==> src/rtl/sdram_pkg.sv <==
// Shared definitions for the SDRAM port arbiter: bus widths, the arbiter
// FSM encoding and the default starvation limit.
package sdram_pkg;

    localparam int unsigned ADDR_W = 22;
    localparam int unsigned DATA_W = 16;
    localparam int unsigned BE_W   = DATA_W / 8;

    localparam logic [2:0] STARVE_MAX_DEF = 3'd4;

    typedef enum logic [1:0] {
        ST_IDLE = 2'd0,
        ST_G0   = 2'd1,
        ST_G1   = 2'd2
    } arb_state_t;

endpackage

==> src/rtl/sdram_arbiter.sv <==
// Two-master SDRAM arbiter: port 0 (display) has priority, port 1 (game logic)
// is granted after STARVE_MAX consecutive port-0 wins while it was waiting.
module sdram_arbiter
    import sdram_pkg::*;
#(
    parameter logic [2:0] STARVE_MAX = STARVE_MAX_DEF
) (
    input  logic                CLK,
    input  logic                RST,

    input  logic [ADDR_W-1:0]   M0_ADDR,
    input  logic [BE_W-1:0]     M0_BYTEEN,
    input  logic                M0_WRITE,
    input  logic                M0_READ,
    input  logic [DATA_W-1:0]   M0_WRDATA,
    output logic [DATA_W-1:0]   M0_RDDATA,
    output logic                M0_WAITREQ,

    input  logic [ADDR_W-1:0]   M1_ADDR,
    input  logic [BE_W-1:0]     M1_BYTEEN,
    input  logic                M1_WRITE,
    input  logic                M1_READ,
    input  logic [DATA_W-1:0]   M1_WRDATA,
    output logic [DATA_W-1:0]   M1_RDDATA,
    output logic                M1_WAITREQ,

    output logic [ADDR_W-1:0]   S_ADDR,
    output logic [BE_W-1:0]     S_BYTEEN,
    output logic                S_WRITE,
    output logic                S_READ,
    output logic [DATA_W-1:0]   S_WRDATA,
    input  logic [DATA_W-1:0]   S_RDDATA,
    input  logic                S_WAITREQ,

    output logic [1:0]          GNT
);

    arb_state_t state;
    arb_state_t state_nxt;
    logic [2:0] starve_cnt;
    logic [2:0] starve_nxt;
    logic       req0;
    logic       req1;

    assign req0 = M0_READ | M0_WRITE;
    assign req1 = M1_READ | M1_WRITE;

    always_ff @(posedge CLK or posedge RST) begin
        if (RST) begin
            state      <= ST_IDLE;
            starve_cnt <= '0;
        end else begin
            state      <= state_nxt;
            starve_cnt <= starve_nxt;
        end
    end

    // Arbitration happens only from IDLE, so every grant is separated by an idle cycle.
    always_comb begin
        state_nxt  = state;
        starve_nxt = starve_cnt;
        case (state)
            ST_IDLE: begin
                if (req0 && (!req1 || starve_cnt < STARVE_MAX)) begin
                    state_nxt = ST_G0;
                    if (req1 && starve_cnt < STARVE_MAX) begin
                        starve_nxt = starve_cnt + 3'd1;
                    end
                end else if (req1) begin
                    state_nxt  = ST_G1;
                    starve_nxt = '0;
                end
            end
            ST_G0, ST_G1: begin
                if (!S_WAITREQ) begin
                    state_nxt = ST_IDLE;
                end
            end
            default: state_nxt = ST_IDLE;
        endcase
    end

    always_comb begin
        S_ADDR     = M0_ADDR;
        S_BYTEEN   = M0_BYTEEN;
        S_WRDATA   = M0_WRDATA;
        S_WRITE    = 1'b0;
        S_READ     = 1'b0;
        GNT        = 2'b00;
        M0_WAITREQ = 1'b1;
        M1_WAITREQ = 1'b1;
        case (state)
            ST_G0: begin
                S_WRITE    = M0_WRITE;
                S_READ     = M0_READ & ~M0_WRITE;
                GNT        = 2'b01;
                M0_WAITREQ = S_WAITREQ;
            end
            ST_G1: begin
                S_ADDR     = M1_ADDR;
                S_BYTEEN   = M1_BYTEEN;
                S_WRDATA   = M1_WRDATA;
                S_WRITE    = M1_WRITE;
                S_READ     = M1_READ & ~M1_WRITE;
                GNT        = 2'b10;
                M1_WAITREQ = S_WAITREQ;
            end
            default: ;
        endcase
    end

    assign M0_RDDATA = S_RDDATA;
    assign M1_RDDATA = S_RDDATA;

endmodule

==> config.mk <==
export PLATFORM = sky130hd
export DESIGN_NAME = sdram_arbiter
export DESIGN_NICKNAME = d
export VERILOG_FILES = /design/src/rtl/sdram_pkg.sv /design/src/rtl/sdram_arbiter.sv
export SDC_FILE = /design/constraint.sdc
export NUM_CORES = 1
export LEC_CHECK = 0
export BUFFER_PORTS_ARGS = -buffer_cell sky130_fd_sc_hd__clkbuf_2
export CAP_MARGIN = 20
export CORE_AREA = 2 2 71 73
export CTS_BUF_LIST = sky130_fd_sc_hd__clkbuf_8
export DETAILED_ROUTE_END_ITERATION = 16
export DIE_AREA = 0 0 73 75
export GPL_TIMING_DRIVEN = 1
export MAX_ROUTING_LAYER = met4
export PLACE_DENSITY = 0.74
export SYNTH_ARGS = -nofsm -noshare
export SYNTH_HDL_FRONTEND = slang
export SYNTH_SLANG_ARGS = --single-unit
==> constraint.sdc <==
create_clock -name CLK -period 3.09 [get_ports CLK]
set_clock_uncertainty 0.15 [all_clocks]
set_input_delay 0.618 -clock CLK [delete_from_list [all_inputs] [get_ports CLK]]
set_output_delay 0.618 -clock CLK [all_outputs]
set_load 0.05 [all_outputs]
==> flow_metrics.py, run 1 <==
metrics = {
    "global_routing": {
        "grt_pass1_wl_um": 4170,
        "grt_overflow_total": 0,
        "grt_pass1_vias": 1005,
        "antenna_found_initial": 0,
        "grt_max_degree": 33,
        "grt_use_met2": 0.172,
        "busiest_layer": "met2",
        "met3_usage": 0.0268,
        "track_usage": 0.101,
        "use_met1": 0.112,
    },
    "critical_path": {
        "cp-end-kind": "output port",
        "r2r-end": "state[0]",
        "cp_max_fo": 32,
        "cp_data_arrival_time_ns": 1.97,
        "required_ns": 2.32,
        "r2r_cells": 5,
        "criticalPathCategory": "reg -> out",
        "cp-start-kind": "flop",
        "r2r_setup_slack_ns": 1.41,
        "timing.rr.start": "state[0]",
    },
    "power_and_ir_drop": {
        "seqPwrFrac": 0.083,
        "power_frac_clock": 0.081,
        "internal_power_uw": 554,
        "swShare": 0.606,
        "p_leak_uw": 0.000886,
        "irDropWorstVdd_uv": 236,
        "p_sw_uw": 854,
        "p_comb_frac": 0.836,
        "powerDensity_mw_per_mm2": 880,
    },
    "timing": {
        "clock.fmax_mhz": 365,
        "tightest_slew_ns": 0.337,
        "final_hold_viol_count": 0,
        "fin_ws_ns": 0.350,
        "final.setup.tns_ns": 0,
        "fin_crit_ns": 2.74,
        "rsz0062_at_grt": "false",
        "slew_headroom": 0.774,
        "finalMaxSlewViolations": 0,
        "hold-worst-slack_ns": 0.116,
        "fin_crit_sh": 0.887,
        "finalSetupViolCount": 0,
    },
    "hold_path": {
        "hold_class": "in -> async",
    },
    "yosys": {
        "async_reset_ff_frac": 1.00,
        "synth_cell_types": 20,
        "syn_inst": 116,
        "ys_top_cells_by_area": "mux2_2 42%, buf_4 22%, dfrtp_1 12%, ha_1 5.9%, nand2_1 2.5%",
        "yosys_warnings": 0,
        "synth_top_area_cell": "mux2_2",
        "synth_seq_area_share": 0.117,
        "synth_edf_count": 0,
        "synth_seq_cells": 5,
        "post-synth-top-count-cell": "mux2_2",
        "synth_nets": 224,
        "yosys.area.top_type_share": 0.422,
        "syn_area_per_cell_um2": 9.21,
        "ys_top_cells_by_count": "40 x mux2_2, 32 x buf_4, 7 x nand2_1",
        "synth_area_mm2": 0.00107,
        "yosys_most_used_dff": "dfrtp_1",
    },
    "cts": {
        "cts_tree": "done",
        "clk_path_buf_depth": 2,
        "postCtsSetupBuffers": 0,
        "cts_root_buffer": "clkbuf_8",
        "hold_buffers": 0,
        "cts_resized": 0,
        "clk_latency_ns": 0.22,
        "cts_inserted_buffers": 3,
        "cts.sinks": 5,
        "path_clk_slew_ns": 0.03,
        "htreeDepth": 1,
    },
    "die": {
        "fp.dieH_um": 75,
        "die_x_um": 73,
        "start_util": 0.229,
        "die_area_mm2": 0.00548,
        "num_rows": 25,
        "core-area_mm2": 0.00466,
        "io_pins": 181,
    },
    "finish": {
        "nNetsFinal": 325,
        "antennaDiodeCount": 0,
        "drive_above_1_share": 0.824,
        "area_delta_synth_final_pct": 49.6,
    },
    "routing": {
        "drt_iter0_drc": 24,
        "wire_per_inst_um": 12.1,
        "ant_nets": 0,
        "vias": 1160,
        "drt_wl_total_um": 3280,
        "first_pass_iters": 4,
        "drc_errors": 0,
        "via_per_inst": 4.30,
    },
    "placed_design": {
        "place.gp.congestion": 0.714,
        "io_buffers": 132,
        "dpl_worst_slack_ns": 0.567,
        "hpwl_um": 2970,
    },
    "job": {
        "max-cap-violations": 0,
    },
    "status": {
        "status": "complete, no violations",
    },
}
## final cells by class
type                    instances  area, um^2
inverters                       3        11.3
clock buffers                   3        41.3
flip-flops and latches          5         125
fillers                       473        3060
clock inverters                 1        3.75
multi-input cells              71         669
repair buffers                133         681
well taps                      54        67.6
## kinds of logic (layout without fill, tap and decap cells)
group / after synthesis / after routing / share of synthesized area
buf+inv: 40 / 140 / 0.259
flops: 5 / 5 / 0.117
simple gates: 13 / 13 / 0.0621
mux: 40 / 40 / 0.422
fa+ha+maj: 5 / 5 / 0.0585
compound gates: 13 / 13 / 0.0820
## worst max-delay path by stage
| stage | from | endpoint | cells after the start |
|---|---|---|---|
| final | state[0] | S_WRDATA[2] | 5 |
| after global routing | state[0] | S_WRDATA[4] | 5 |
| after CTS | state[0] | S_ADDR[3] | 5 |
| after detailed placement | state[0] | S_WRDATA[1] | 5 |
| after global placement | state[0] | S_WRDATA[1] | 5 |
| after floorplan | state[0] | S_WRITE | 5 |
## state kept, by name, summed over array words and instances (netlist names)
signal / flops
starve_cnt: 3
state: 2
## per-stage QoR
stage	power, uW	cells	util	cell area [um^2]
floorplan	1160	116	-	1070
global placement	1300	266	0.333	1550
detailed placement	1300	266	0.333	1550
CTS	1430	270	0.343	1600
global route	1500	270	0.343	1600
finish	1410	270	0.343	1600
## metal layers
metal / up-vias / wire [um] / share of wire
li1: 575 / - / -
met5: - / 0 / 0
met1: 494 / 1260 / 0.39
met3: 2 / 332 / 0.10
met4: 0 / 8 / 0.0024
met2: 89 / 1670 / 0.51
## power by group through the flow
| stage | registers (uW) | clock network [uW] | logic (uW) |
|---|---|---|---|
| 4_1_cts | 117 | 118 | 1190 |
| 6_report | 117 | 114 | 1180 |
| 2_1_floorplan | 113 | 0 | 1050 |
| 3_3_place_gp | 116 | 0 | 1180 |
| 5_1_grt | 122 | 125 | 1250 |
| 3_5_place_dp | 118 | 0 | 1190 |
## placed cells by master, fill, tap and decap left out, drive strengths merged
cell / n
o2bb2ai: 1
nand2b: 3
o21a: 1
dfrtp: 5
ha: 5
or3b: 1
mux2: 40
clkbuf: 135
nand2: 7
o21ai: 5
and2: 1
a32o: 1
nor2b: 1
inv: 4
a22oi: 1
buf: 1
a21oi: 2
o22ai: 1
o31ai: 1
## worst max-delay path, stage by stage, from the launching register on
cell and delay, ns:
dfrtp_1 0.40, inv_1 0.10, ha_2 0.38, buf_12 0.24
mux2_2 0.37, clkbuf_2 0.24
Power figures use the tool's default switching activity.
==> inputs of run 2 (changes only) <==
--- a/config.mk
+++ b/config.mk
@@ -7,13 +7,13 @@
 export LEC_CHECK = 0
 export BUFFER_PORTS_ARGS = -buffer_cell sky130_fd_sc_hd__clkbuf_2
 export CAP_MARGIN = 20
-export CORE_AREA = 2 2 71 73
+export CORE_AREA = 3 3 70 72
 export CTS_BUF_LIST = sky130_fd_sc_hd__clkbuf_8
 export DETAILED_ROUTE_END_ITERATION = 16
 export DIE_AREA = 0 0 73 75
 export GPL_TIMING_DRIVEN = 1
 export MAX_ROUTING_LAYER = met4
-export PLACE_DENSITY = 0.74
+export PLACE_DENSITY = 0.77
 export SYNTH_ARGS = -nofsm -noshare
 export SYNTH_HDL_FRONTEND = slang
 export SYNTH_SLANG_ARGS = --single-unit
==> constraint.sdc (replaced) <==
create_clock -name CLK -period 3.09 [get_ports CLK]
set_clock_uncertainty 0.15 [all_clocks]
set_input_delay 0.618 -clock CLK [delete_from_list [all_inputs] [get_ports CLK]]
set_output_delay 0.618 -clock CLK [all_outputs]
set_load 0.01 [all_outputs]
==> flow_metrics.py, run 2 (synthesis gave the netlist of run 1 again) <==
metrics = {
    "finish": {
        "layout_common_cells": "132 x clkbuf_2, 40 x mux2_2, 7 x nand2_1",
        "layout_commonest_cell": "clkbuf_2",
        "fillers": 446,
        "drive_above_1_share": 0.824,
        "nNetsFinal": 325,
        "largest_reg_flops": 3,
        "finalInstanceArea_mm2": 0.00160,
        "reg_top3": "starve_cnt x3, state x2",
        "largest_register": "starve_cnt",
        "area_delta_synth_final_pct": 49.4,
        "antennaDiodeCount": 0,
    },
    "cts": {
        "cts.sinks": 5,
        "postCtsSetupBuffers": 0,
        "clk_path_buf_depth": 2,
        "cts_tree": "done",
        "clk_latency_ns": 0.22,
        "cts_inserted_buffers": 3,
        "cts_root_buffer": "clkbuf_8",
        "path_clk_slew_ns": 0.04,
        "htreeDepth": 1,
        "cts_resized": 0,
        "hold_buffers": 0,
    },
    "power_and_ir_drop": {
        "internal_power_uw": 555,
        "p_sw_uw": 411,
        "powerDensity_mw_per_mm2": 605,
        "irDropWorstVdd_uv": 144,
        "swShare": 0.425,
        "power_frac_clock": 0.121,
        "p_comb_frac": 0.755,
        "p_leak_uw": 0.000886,
        "seqPwrFrac": 0.124,
    },
    "timing": {
        "fin_crit_ns": 2.62,
        "final.setup.tns_ns": 0,
        "tightest_slew_ns": 0.353,
        "hold-worst-slack_ns": 0.124,
        "slew_headroom": 0.763,
        "fin_crit_sh": 0.847,
        "finalSetupViolCount": 0,
        "clock.fmax_mhz": 382,
        "rsz0062_at_grt": "false",
        "final_hold_viol_count": 0,
        "finalMaxSlewViolations": 0,
    },
    "status": {
        "status": "complete, no violations",
    },
    "critical_path": {
        "critPathTopFamily": "buffers and inverters",
        "criticalPathCategory": "reg -> out",
        "cp-start-kind": "flop",
        "timing.rr.start": "state[0]",
        "cp_max_fo": 32,
        "crit_chain": "inv_1 -> ha_2 -> buf_12 -> mux2_2 -> clkbuf_2",
        "crit_buf_inv": 3,
        "slowest_stage": "dfrtp_1",
        "startpoint": "state[0]",
        "cp_data_arrival_time_ns": 1.85,
        "required_ns": 2.32,
        "cp-end-kind": "output port",
        "cpPeakStageDelay_ns": 0.40,
    },
    "routing": {
        "drt_wl_total_um": 3660,
        "drc_errors": 0,
        "first_pass_iters": 4,
        "vias": 1168,
        "drt_iter0_drc": 14,
        "wire_per_inst_um": 13.7,
        "via_per_inst": 4.36,
        "ant_nets": 0,
    },
    "die": {
        "num_rows": 24,
        "die_x_um": 73,
        "start_util": 0.245,
        "io_pins": 181,
        "die_area_mm2": 0.00548,
        "core-area_mm2": 0.00435,
        "fp.dieH_um": 75,
    },
    "global_routing": {
        "grt_overflow_total": 0,
        "grt_max_degree": 33,
        "grt_pass1_wl_um": 4890,
        "antenna_found_initial": 0,
        "grt_pass1_vias": 1128,
        "track_usage": 0.115,
    },
    "placed_design": {
        "hpwl_um": 3260,
        "io_buffers": 132,
        "place.gp.congestion": 0.757,
        "place_area_mm2": 0.00155,
    },
    "job": {
        "max-cap-violations": 0,
    },
    "hold_path": {
        "hold_class": "in -> async",
    },
}
## run 2: cell counts in the layout (fill, tap and decap cells not counted)
No cell type changed its count.
## run 2: area by class of cell
| class | instances | area (um^2) | area share |
|---|---|---|---|
| inverters | 3 | 11.3 | 0.00705 |
| repair buffers | 133 | 681 | 0.426 |
| flip-flops and latches | 5 | 125 | 0.0784 |
| multi-input cells | 71 | 669 | 0.419 |
| well taps | 52 | 65.1 | 0.0408 |
| clock buffers | 3 | 41.3 | 0.0259 |
| clock inverters | 1 | 3.75 | 0.00235 |
## run 2: path summary, 6_finish.rpt
kind,endpoint,slack [ns],depth (start not counted)
setup / recovery,S_ADDR[18],0.47,5
hold / removal,starve_cnt[1],0.12,2
setup reg to reg,state[0],1.41,5
hold reg to reg,starve_cnt[1],0.35,2
max in group asynchronous,state[0],2.49,2
min in group CLK,starve_cnt[1],0.35,2
## run 2: power by group through the flow
stage	registers (uW)	clock network [uW]	logic, uW
after global placement	116	0	729
after CTS	118	120	742
after global routing	122	127	807
after detailed placement	119	0	735
after floorplan	113	0	514
final	119	117	730
## run 2: metal layers
layer	global-route usage	part of all wire	wire, um
met4	0.0246	0.0027	10
met5	-	0	0
met2	0.207	0.51	1870
met3	0.0360	0.11	396
met1	0.125	0.38	1390
## run 2: stage by stage
| stage | total power, uW | util | std cells | setup slack (ns) |
|---|---|---|---|---|
| after floorplan | 627 | - | 116 | 0.900 |
| after CTS | 980 | 0.367 | 268 | 0.472 |
| after global routing | 1060 | 0.367 | 268 | 0.389 |
| after detailed placement | 854 | 0.356 | 264 | 0.706 |
| after global placement | 845 | 0.356 | 264 | 0.723 |
| final | 966 | 0.367 | 268 | 0.474 |
